<file path="src/rtl/mpnc_valid_array.sv">
// N-read/1-write storage array with per-entry valid bits, single-entry invalidate and a sequential flush sweep.
// Optional macro MPNC_ARRAY_WR_BYPASS_EN forwards a same-cycle write to matching read ports.
//
// state | meaning
// IDLE  | normal operation: writes, invalidates and flush requests accepted
// FLUSH | sweep in progress, one entry zeroed per cycle, writes and invalidates ignored
module mpnc_valid_array #(
    parameter  int WIDTH  = 256,
    parameter  int DEPTH  = 16,
    parameter  int NUM_RD = 2,
    localparam int IDXW   = $clog2(DEPTH)
) (
    input  logic                               clk,
    input  logic                               reset,
    input  logic                               load,
    input  logic [IDXW-1:0]                    load_index,
    input  logic [WIDTH-1:0]                   datain,
    output logic                               load_ready,
    input  logic [NUM_RD-1:0][IDXW-1:0]        read_index,
    output logic [NUM_RD-1:0][WIDTH-1:0]       dataout,
    output logic [NUM_RD-1:0]                  valid_out,
    input  logic                               inval,
    input  logic [IDXW-1:0]                    inval_index,
    input  logic                               flush_req,
    output logic                               flush_busy,
    output logic                               flush_done
);

    typedef enum logic {
        IDLE  = 1'b0,
        FLUSH = 1'b1
    } state_t;

    localparam logic [IDXW-1:0] LAST_IDX = IDXW'(DEPTH - 1);
    localparam logic [IDXW:0]   DEPTH_X  = (IDXW + 1)'(DEPTH);

    state_t             state;
    logic [IDXW-1:0]    ptr;
    logic [DEPTH-1:0]   valid;
    logic [WIDTH-1:0]   mem [DEPTH];

    logic load_ok;
    logic inval_ok;

    assign flush_busy = (state == FLUSH);
    assign load_ready = ~flush_busy;
    assign load_ok    = load & load_ready & ({1'b0, load_index} < DEPTH_X);
    assign inval_ok   = inval & load_ready & ({1'b0, inval_index} < DEPTH_X);

    always_ff @(posedge clk) begin
        if (reset) begin
            state      <= FLUSH;
            ptr        <= '0;
            valid      <= '0;
            flush_done <= 1'b0;
        end else begin
            flush_done <= 1'b0;
            case (state)
                FLUSH: begin
                    valid[ptr] <= 1'b0;
                    if (ptr == LAST_IDX) begin
                        state      <= IDLE;
                        ptr        <= '0;
                        flush_done <= 1'b1;
                    end else begin
                        ptr <= ptr + 1'b1;
                    end
                end
                default: begin
                    // invalidate first so a same-index load overrides it
                    if (inval_ok) valid[inval_index] <= 1'b0;
                    if (load_ok)  valid[load_index]  <= 1'b1;
                    if (flush_req) begin
                        state <= FLUSH;
                        ptr   <= '0;
                    end
                end
            endcase
        end
    end

    // Storage has no reset; contents are cleared by the sweep that reset starts.
    always_ff @(posedge clk) begin
        if (!reset) begin
            if (state == FLUSH) begin
                mem[ptr] <= '0;
            end else if (load_ok) begin
                mem[load_index] <= datain;
            end
        end
    end

    always_comb begin
        for (int p = 0; p < NUM_RD; p++) begin
            dataout[p]   = '0;
            valid_out[p] = 1'b0;
            if ({1'b0, read_index[p]} < DEPTH_X) begin
                dataout[p]   = mem[read_index[p]];
                valid_out[p] = valid[read_index[p]];
            end
`ifdef MPNC_ARRAY_WR_BYPASS_EN
            if (load_ok && (read_index[p] == load_index)) begin
                dataout[p]   = datain;
                valid_out[p] = 1'b1;
            end
`endif
        end
    end

endmodule

</file>
<file path="config.mk">
export PLATFORM = sky130hd
export DESIGN_NAME = mpnc_valid_array
export DESIGN_NICKNAME = d
export VERILOG_FILES = /design/src/rtl/mpnc_valid_array.sv
export SDC_FILE = /design/constraint.sdc
export NUM_CORES = 2
export LEC_CHECK = 0
export ABC_AREA = 0
export CORE_ASPECT_RATIO = 0.9
export CORE_MARGIN = 8
export CORE_UTILIZATION = 40
export DETAILED_ROUTE_END_ITERATION = 12
export PLACE_DENSITY_LB_ADDON = 0.15
export SYNTH_ARGS = -nofsm -noshare
export SYNTH_HDL_FRONTEND = slang
export SYNTH_SLANG_ARGS = --single-unit
export TNS_END_PERCENT = 10
</file>
<file path="constraint.sdc">
create_clock -name clk -period 25.6 [get_ports clk]
set_input_delay 7.68 -clock clk [delete_from_list [all_inputs] [get_ports clk]]
set_output_delay 7.68 -clock clk [all_outputs]
set_load 0.01 [all_outputs]
</file>
==> results.sh <==
export IMPL_status="complete, no violations"
export IMPL_die_height_um=665
export IMPL_tritoncts="built"
export IMPL_synth_top_cell_by_area="edfxtp_1"
export IMPL_netlist_area_um2=187000
export IMPL_leakage_uw=0.0669
export IMPL_synthTopCellsByArea="edfxtp_1, mux4_2, a22oi_1, mux2i_1, nand2_1"
export IMPL_initial_core_util_pct=40.1
export IMPL_rows=238
export IMPL_syn_nets=10000
export IMPL_yosysTopAreaCellShare_pct=65.6
export IMPL_gp_congestion=0.811
export IMPL_setup_viol=0
export IMPL_vias=111000
export IMPL_cts_sinks=4118
export IMPL_final_cell_mix="edfxtp_1, mux4_2, a22oi_1"
export IMPL_finalNetCount=10800
export IMPL_fillers=39200
export IMPL_drt_iter0_markers=13600
export IMPL_max_cap_violations=0
export IMPL_rsz0062_at_grt="false"
export IMPL_min_period_ps=19820
export IMPL_ys_flop_type="edfxtp_1"
export IMPL_drc=0
export IMPL_synth_compound_area_share_pct=5.07
export IMPL_syn_avg_cell_area_um2=19.2
export IMPL_grt_max_degree=132
export IMPL_hold_violations=0
export IMPL_worst_setup_path_end_kind="output port"
export IMPL_clock_fmax_ghz=0.0505
export IMPL_cts_resized=0
export IMPL_clkLatencyLatePin_ps=1040
export IMPL_grt_pass1_vias=115000
export IMPL_yosysSeqAreaShare_pct=65.9
export IMPL_final_antenna_net_count=0
export IMPL_cts_inserted_buffers=443
export IMPL_area_delta_synth_final_pct=15.5
export IMPL_clock_path_buffers=4
export IMPL_fin_tns_setup_ps=0
export IMPL_synthAdderAreaFrac_pct=0.0267
export IMPL_htreeDepth=5
export IMPL_cts_root_buf="clkbuf_16"
export IMPL_crit_type="input port to output port"
export IMPL_cts_hold_buf=0
export IMPL_postSynthRegisterBits=4118
export IMPL_grt_overflow_total=0
export IMPL_yosys_area_share_simple_pct=2.77
export IMPL_portBuffers=793
export IMPL_slew_viol_final=0
export IMPL_path_clk_slew_ps=60
export IMPL_peakVddDrop_v=0.0000589
export IMPL_period_share_pct=77.4
export IMPL_grt_usage_pct=26.5
export IMPL_skew_ps=70.6
export IMPL_wire_per_inst_um=39.1
export IMPL_core_um2=467000
export IMPL_p_total_uw=15300
export IMPL_post_cts_buffers=0
export IMPL_routed_wl_um=670000
export IMPL_yosys_warnings=0
export IMPL_yosysUniqueCellTypes=39
export IMPL_synth_top_family_by_area="multiplexers"
export IMPL_drive_gt1_share_pct=24.1
export IMPL_dpl_hpwl_um=375000
export IMPL_synth_edff_count=4096
export IMPL_worstPathArrival_ps=12140
export IMPL_critPathRequiredTime_ps=17920
export IMPL_dieArea_um2=491000
export IMPL_io_pins=794
export IMPL_yosys_area_share_xor_xnor_pct=0
export IMPL_grt_antenna_before_repair=47
export IMPL_synthMuxAreaShare_pct=24.2
export IMPL_drtPass1Iterations=8
export IMPL_async_flop_share_pct=0
export IMPL_slew_headroom_pct=12.4
export IMPL_worstHoldPathType="register to register"
export IMPL_via_per_inst=6.49
export IMPL_syn_instance_count=9765
export IMPL_p_per_area_nw_per_um2=70.7
export IMPL_layout_commonest_cell="edfxtp_1"
export IMPL_die_x_um=738
export IMPL_worstSetupStartpointType="input port"
export IMPL_max_slew_worst_pin_slew_ps=1310
export IMPL_crit_fanout=47
export IMPL_grt_pass1_wl_um=924000
## critical path, cell delays in order
cell             delay, ps
buf_8                  390
buf_12                 500
and2_4                 690
buf_4                  870
buf_4                  860
a22oi_1                150
nand2_1                210
clkdlybuf4s50_1        580
## logic make-up after synthesis
logic type      Yosys count
mux                    2460
simple gates           1107
buf+inv                 801
compound gates         1275
flops                  4118
fa+ha+maj                 4
## synth_stat cells (all sizes together), types with 2 or more instances
library cell,instances
and2,264
nand4,2
a22oi,1213
mux4,1654
nor2,34
a221oi,4
nand3,208
nand2,555
o221ai,15
dfxtp,22
nand3b,2
o2111ai,2
mux2i,805
o21ai,9
ha,4
a31oi,2
a21oi,25
edfxtp,4096
nor3b,2
nand2b,4
inv,5
clkbuf,335
nor2b,28
nor3,6
buf,460
## registers in the layout (all words and copies together) (netlist names)
register / flops
flush_busy: 1
valid: 16
mem: 4096
flush_done: 1
ptr: 4
## where the power goes
group / internal [uW] / switching, uW
Combinational: 580 / 843
Sequential: 7410 / 38.1
Clock: 3670 / 2750
Total: 11700 / 3640
## final cells by class
| type | count | area, um2 | share of cell area, % |
|---|---|---|---|
| sequential | 4118 | 123000 | 57.0 |
| multi-input combinational | 4846 | 60400 | 27.9 |
| clock buffer | 539 | 11500 | 5.33 |
| timing repair buffer | 1064 | 10500 | 4.83 |
| tap | 6240 | 7810 | 3.61 |
| clock inverter | 272 | 2790 | 1.29 |
| antenna | 29 | 72.6 | 0.0335 |
| inverter | 6 | 22.5 | 0.0104 |
## worst paths after layout
path / depth (start not counted) / to / slack (ps) / start
max: 8 / dataout[320] / 5780 / read_index[7]
min reg2reg: 2 / valid[10] / 510 / valid[10]
min: 2 / valid[10] / 510 / valid[10]
max reg2reg: 9 / mem[14][158] / 18200 / flush_busy
## metal layers
layer,share of wire (%),track usage [%],up-vias
li1,-,-,43300
met1,39,35.5,60400
met2,47,42.8,6053
met3,8.5,4.96,1278
met4,4.7,10.9,12
met5,0.011,0,-
## through the flow
stage / instance area (um2) / util [%] / hold WS (ps) / instances / setup slack [ps]
finish: 217000 / 46.4 / 509 / 17100 / 5780
global route: 216000 / 46.4 / 544 / 17100 / 5410
CTS: 216000 / 46.4 / 504 / 17100 / 5640
detailed placement: 202000 / 43.3 / 494 / 16300 / 5630
global placement: 202000 / 43.3 / 493 / 16300 / 5650
floorplan: 187000 / - / 460 / 9765 / 5320
Note: power is estimated with default switching activity, not from simulation.
